===== config.mk =====
export PLATFORM = sky130hd
export DESIGN_NAME = timer_sequencer
export DESIGN_NICKNAME = d
export VERILOG_FILES = /design/src/rtl/timer_sequencer.sv
export SDC_FILE = /design/constraint.sdc
export NUM_CORES = 1
export LEC_CHECK = 0
export CAP_MARGIN = 20
export CORE_ASPECT_RATIO = 0.9
export CORE_MARGIN = 5
export CORE_UTILIZATION = 35
export DETAILED_ROUTE_END_ITERATION = 8
export GPL_ROUTABILITY_DRIVEN = 1
export PLACE_DENSITY = 0.63
export SLEW_MARGIN = 5
export SYNTH_ARGS = -nofsm -noshare
export SYNTH_HDL_FRONTEND = slang
export SYNTH_SLANG_ARGS = --single-unit

===== constraint.sdc =====
create_clock -name clk -period 2.61 [get_ports clk]
set_clock_uncertainty 0.1 [all_clocks]
set_input_delay 0.3915 -clock clk [delete_from_list [all_inputs] [get_ports clk]]
set_output_delay 0.3915 -clock clk [all_outputs]
set_load 0.05 [all_outputs]

===== src/rtl/timer_sequencer.sv =====
// Control FSM for a cascade of BCD down-counters forming an MM:SS timer.
// Drives the shared load strobe, per-digit borrow enables and a timed done alarm.
module timer_sequencer #(
  parameter int NDIG        = 4,
  parameter int TICK_DIV    = 50000000,
  parameter int ALARM_TICKS = 5
) (
  input  logic            clk,
  input  logic            clear,
  input  logic            start,
  input  logic            pause,
  input  logic            cancel,
  input  logic [NDIG-1:0] digit_zero,
  output logic            load_n,
  output logic [NDIG-1:0] digit_en,
  output logic            running,
  output logic            paused,
  output logic            done
);

  localparam int PW = (TICK_DIV > 2) ? $clog2(TICK_DIV) : 1;
  localparam int AW = (ALARM_TICKS > 1) ? $clog2(ALARM_TICKS + 1) : 1;
  localparam logic [PW-1:0] PRESC_MAX  = PW'(TICK_DIV - 1);
  localparam logic [PW-1:0] PRESC_ONE  = PW'(1);
  localparam logic [AW-1:0] ALARM_LAST = AW'(ALARM_TICKS - 1);
  localparam logic [AW-1:0] ALARM_ONE  = AW'(1);

  typedef enum logic [2:0] {
    S_IDLE   = 3'd0,
    S_LOAD   = 3'd1,
    S_RUN    = 3'd2,
    S_PAUSED = 3'd3,
    S_DONE   = 3'd4
  } state_e;

  state_e          state_q, state_d;
  logic [PW-1:0]   presc_q, presc_d;
  logic [AW-1:0]   alarm_q, alarm_d;
  logic            start_q, pause_q;

  logic            start_edge_s;
  logic            pause_edge_s;
  logic            all_zero_s;
  logic            presc_wrap_s;
  logic [PW-1:0]   presc_next_s;
  logic            run_tick_s;
  logic            chain_s;

  assign start_edge_s = start & ~start_q;
  assign pause_edge_s = pause & ~pause_q;
  assign all_zero_s   = &digit_zero;
  assign presc_wrap_s = (presc_q == PRESC_MAX);
  assign presc_next_s = presc_wrap_s ? {PW{1'b0}} : (presc_q + PRESC_ONE);

  // State, prescaler, alarm counter and input edge-detect registers
  always_ff @(posedge clk or negedge clear) begin
    if (!clear) begin
      state_q <= S_IDLE;
      presc_q <= {PW{1'b0}};
      alarm_q <= {AW{1'b0}};
      start_q <= 1'b0;
      pause_q <= 1'b0;
    end else begin
      state_q <= state_d;
      presc_q <= presc_d;
      alarm_q <= alarm_d;
      start_q <= start;
      pause_q <= pause;
    end
  end

  // Next-state logic; cancel outranks every other request
  always_comb begin
    state_d    = state_q;
    presc_d    = presc_q;
    alarm_d    = alarm_q;
    run_tick_s = 1'b0;
    if (cancel) begin
      state_d = S_IDLE;
      presc_d = {PW{1'b0}};
      alarm_d = {AW{1'b0}};
    end else begin
      case (state_q)
        S_IDLE: begin
          if (start_edge_s) state_d = S_LOAD;
          else              state_d = S_IDLE;
        end
        S_LOAD: begin
          state_d = S_RUN;
          presc_d = {PW{1'b0}};
        end
        S_RUN: begin
          // Start is deliberately not consulted here: a restart mid-count is ignored.
          if (all_zero_s) begin
            state_d = S_DONE;
            presc_d = {PW{1'b0}};
            alarm_d = {AW{1'b0}};
          end else if (pause_edge_s) begin
            state_d = S_PAUSED;
          end else begin
            presc_d    = presc_next_s;
            run_tick_s = presc_wrap_s;
          end
        end
        S_PAUSED: begin
          if (start_edge_s || pause_edge_s) state_d = S_RUN;
          else                              state_d = S_PAUSED;
        end
        S_DONE: begin
          if (start_edge_s) begin
            state_d = S_LOAD;
            presc_d = {PW{1'b0}};
            alarm_d = {AW{1'b0}};
          end else begin
            presc_d = presc_next_s;
            if (presc_wrap_s) begin
              if (alarm_q == ALARM_LAST) begin
                state_d = S_IDLE;
                alarm_d = {AW{1'b0}};
              end else begin
                alarm_d = alarm_q + ALARM_ONE;
              end
            end else begin
              alarm_d = alarm_q;
            end
          end
        end
        default: begin
          state_d = S_IDLE;
          presc_d = {PW{1'b0}};
          alarm_d = {AW{1'b0}};
        end
      endcase
    end
  end

  // Borrow cascade: a digit decrements on a tick only when every lower digit is at zero
  always_comb begin
    digit_en = {NDIG{1'b0}};
    chain_s  = 1'b1;
    for (int i = 0; i < NDIG; i++) begin
      digit_en[i] = run_tick_s & chain_s;
      chain_s     = chain_s & digit_zero[i];
    end
  end

  assign load_n  = (state_q != S_LOAD);
  assign running = (state_q == S_RUN);
  assign paused  = (state_q == S_PAUSED);
  assign done    = (state_q == S_DONE);

endmodule

-- Yosys cells after proc, flatten, opt, wreduce, memory -nomap -nowiden
Index checks and enable logic that the tools add are counted.
- flip-flop bits (word level): 34
- ROM bits: 0
- memories kept: 0
- RAM bits: 0
- latch bits: 0
- divide/modulo/power cells: 0
- multiplexer cells: 25
- add/sub/neg operators: 2
- equality and inequality tests: 14
- magnitude comparators: 0
- shift operators: 0
- reductions and logical operators: 8
- multipliers: 0
- bitwise operators: 9
- operator list (kind ; number):
    two-way mux 26 bit ; 5
    case mux 26 bit (3 select lines) ; 1
    two-way mux 3 bit ; 11
    adder 26 x 1 -> 26 bit, second input constant ; 1
    == test 26 bit, second input constant ; 1
    case mux 3 bit (5 select lines) ; 1
    inequality test 4 x 2 -> 1 bit, second input constant ; 3
    case mux 3 bit (3 select lines) ; 1
    bitwise AND 1 bit ; 7
    == test 3 x 2 -> 1 bit, second input constant ; 2
    == test 3 bit, second input constant ; 2
    two-way mux 1 bit ; 6
    AND reduction 3 bit ; 2
    inequality test 2 x 1 -> 1 bit, second input constant ; 2
    inequality test 4 x 3 -> 1 bit, second input constant ; 1
    AND reduction 4 bit ; 1
    adder 3 x 1 -> 3 bit, second input constant ; 1
    == test 3 x 1 -> 1 bit, second input constant ; 1
    zero test 3 bit ; 1
    inequality test 3 x 1 -> 1 bit, second input constant ; 1
    inequality test 3 x 2 -> 1 bit, second input constant ; 1
    OR reduction 3 bit ; 1
    NOT 1 bit ; 2
    AND reduction 2 bit ; 1
    other kinds (2) ; 2

-- Logic depth before layout (Yosys ltp)
- depth after elaboration: 7
- depth in mapped cells: 8
- gate-level depth less buffers: 6

-- Least setup slack after synthesis
No wires, ideal clock.
- kind: flip-flop to output port
- from: register state_q[0]
- to: output port digit_en[3]
- slack: -0.727 ns
- data arrival time: 2.846 ns
- cell stages (with the launch flop): 6
- buffers on the path: 1
- cells stage by stage: dfrtp_1 > clkbuf_1 > nor3b_1 > nand2_1 > nor4_4 > and4_1
- word-level cells in the longest chain between the ends: 4
- RTL lines (what ; RTL line ; text):
    start, declared ; 36 ; state_e state_q, state_d;
    start signal, assigned ; 64 ; state_q <= state_d;
    == test 3 x 2 -> 1 bit ; n/a ;
    via running ; 16 ; output logic running,
    two-way mux 1 bit ; 83 ; case (state_q)
    two-way mux 1 bit ; 78 ; if (cancel) begin
    via run_tick_s ; 46 ; logic run_tick_s;
    bitwise AND 1 bit ; 142 ; digit_en[i] = run_tick_s & chain_s;
    end, declared ; 15 ; output logic [NDIG-1:0] digit_en,
The timed path passes the listed nets, and every way through them passes these cells.

-- Worst setup path after layout
- from: register presc_q[9]
- to: output port digit_en[3]
- word-level cells in the longest chain between the ends: 6
- RTL lines (what ; RTL line ; text):
    start, declared ; 37 ; logic [PW-1:0] presc_q, presc_d;
    start signal, assigned ; 59 ; presc_q <= {PW{1'b0}};
    start signal, assigned ; 65 ; presc_q <= presc_d;
    == test 26 bit ; 52 ; assign presc_wrap_s = (presc_q == PRESC_MAX);
    two-way mux 1 bit ; 98 ; end else if (pause_edge_s) begin
    two-way mux 1 bit ; 94 ; if (all_zero_s) begin
    two-way mux 1 bit ; 83 ;
    two-way mux 1 bit ; 78 ;
    bitwise AND 1 bit ; 142 ;
No other way between the ends.

==> reports/metrics.cfg <==
[routing]
drc_errors=0
ant_nets=0
wl_per_cell_um=15.1
viasPerCell=5.55
drt-pass1-iter-count=4
drt_iter0_drc=204
vias=2149
wl_um=5850

[floorplan]
die_y_um=85.5
die_x_um=93.9
rows=27
dieArea_mm2=0.00803
fp.coreArea_mm2=0.00615
start_util_pct=36.1
io_pins=17

[clocking]
hold_buffers=0
numClockSinks=34
clk_pin_slew_ps=70
cts_root_buf=clkbuf_8
clkLatencyLatePin_ps=280
cts_tree=yes
htreeDepth=2
clock_path_buffers=2
numCtsBuffers=5

[status]
violations=negative setup slack
status=finished, violations left

[yosys]
synth_top_area_share_pct=38.4
synth-main-ff-cell=dfrtp_1
ys_types=41
postSynthAreaPerCell_um2=8.63
synthArstFlopShare_pct=100
syn_nets=269
ys_warn_count=0
synth_enable_flop_cells=0
yosysTopAreaCell=dfrtp_1
yosys_register_bits=34
synthTopCellsByArea=dfrtp_1 38%, o31ai_1 5.8%, nand4_1 4.2%
synth-seq-area-share_pct=38.4
netlist_area_mm2=0.00222
synth_cells=257

[sta]
slew_headroom_pct=54.3
setup_tns_ps=-326
finalHoldViolCount=0
worstMarginPinSlew_ps=683
fmax_ghz=0.365
setup_viol=4
rsz0062_at_grt=yes
period_minus_slack_ps=2740
setup_slack_ps=-127
post-route-period-util_pct=105
final_max_slew_viol_count=0

[layout]
synthToLayoutAreaGrowth_pct=28.8
antenna_cells=0
drive_gt1_share_pct=20.0
fillCellCount=596
final_area_mm2=0.00286
layout.nets=311
mostFrequentLayoutCells=34 x dfrtp_1, 33 x buf_4, 23 x nand2_1, 17 x o31ai_1, 15 x nand4_1
layout.cells.most_common=dfrtp_1

[setup_path]
path_cells=nor4_2 -> nand4_1 -> or4_4 -> nor4_4 -> and4_4 -> buf_12
endpoint_kind=output port
setup.worst_path.class=flop to output port
cp-start-kind=flop
crit_required_ps=2120
cp_data_arrival_time_ps=2250
cpPeakStageDelay_ps=530
crit_path_top_delay_cell=or4_4
rr_worst_depth=7
critPathMaxFanout=4

[pwr]
cellPowerDensity_mw_per_mm2=383
ir_drop_v=0.000237
leakagePower_nw=1.09
power.total_mw=1.09

[global_routing]
grt_antenna_before_repair=0
grt_pass1_vias=2076
gr-total-overflow=0
grt_pass1_wl_um=10200
grt_max_degree=35
grt_usage_pct=15.5

[min_path]
hold_class=flop to flop
hold_depth=1

[place]
gp_congestion=0.831
io_buffers=16
post-dp-hpwl_um=4000
dpl_cell_area_mm2=0.00273

[job]
drv_cap=0

## where the power goes
group          internal, mW  switching, mW  leakage [nW]
Combinational        0.0377         0.0648         0.561
Sequential            0.531        0.00504         0.470
Clock                 0.267          0.189        0.0575
Total                 0.835          0.259          1.09
## area by class of cell
cell class	count	area [um^2]	share of cell area, %
multi-input combinational	194	1260	44.0
sequential	34	851	29.8
timing repair buffer	51	479	16.8
clock buffer	8	110	3.86
tap	87	109	3.81
inverter	13	48.8	1.71
## critical path, delay by kind of cell, from the launching register on
| family | cells | cell delay [ps] |
|---|---|---|
| flops | 1 | 390 |
| buf+inv | 1 | 130 |
| simple gates | 5 | 1440 |
## registers in the layout, summed over array words and instances, names as in the netlist
signal / cells
alarm_q: 3
presc_q: 26
pause_q: 1
start_q: 1
state_q: 3
## repair_timing
| action | CTS | global route |
|---|---|---|
| pin swaps | 5 | 0 |
| buffers inserted | 1 | 1 |
| resized for setup | 1 | 1 |
| endpoints found under the hold margin | 0 | 0 |
| setup endpoints to repair | 4 | 4 |
## metal layers
| metal | global-route usage [%] | wire length, um |
|---|---|---|
| met1 | 21.9 | 2910 |
| met2 | 25.1 | 2670 |
| met3 | 2.63 | 237 |
| met4 | 2.76 | 29 |
| met5 | 0 | 0 |
## synthesized netlist by cell type (4+ instances only)
master,count
nand2_1,23
nand2b_1,7
o21ai_0,11
nor2b_1,5
a41oi_1,10
nand4_1,15
nor3b_1,10
o31ai_1,17
a21oi_1,4
a31oi_1,8
clkbuf_1,9
dfrtp_1,34
nor2_1,10
nand3_1,13
inv_1,13
and3_1,8
nor3_1,9
a32oi_1,5
or3_1,6
## final timing paths
path,from,endpoint,slack (ps)
setup / recovery,presc_q[9],digit_en[3],-130
hold / removal,presc_q[21],presc_q[21],400
min in group asynchronous,clear,alarm_q[1],420
max in group asynchronous,clear,start_q,1660
hold reg to reg,presc_q[21],presc_q[21],400
setup reg to reg,presc_q[9],presc_q[10],290
## cell families after synthesis
family,synth area share (%)
DFF,38.4
AOI/OAI and AO/OA,21.2
adders and majority gates,1.69
buffers and inverters,5.76
muxes,0.451
and+or+nand+nor,32.6
## metrics by stage
step	cells	utilization, %	setup WS [ps]	hold slack, ps
6_report	387	46.4	-127	401
5_1_grt	387	46.4	-305	424
4_1_cts	386	46.2	-160	406
3_5_place_dp	378	44.4	-75.3	393
3_3_place_gp	378	44.4	-16.5	395
2_1_floorplan	257	-	-164	-4.09
No activity file was read; power rests on OpenSTA's default activity.
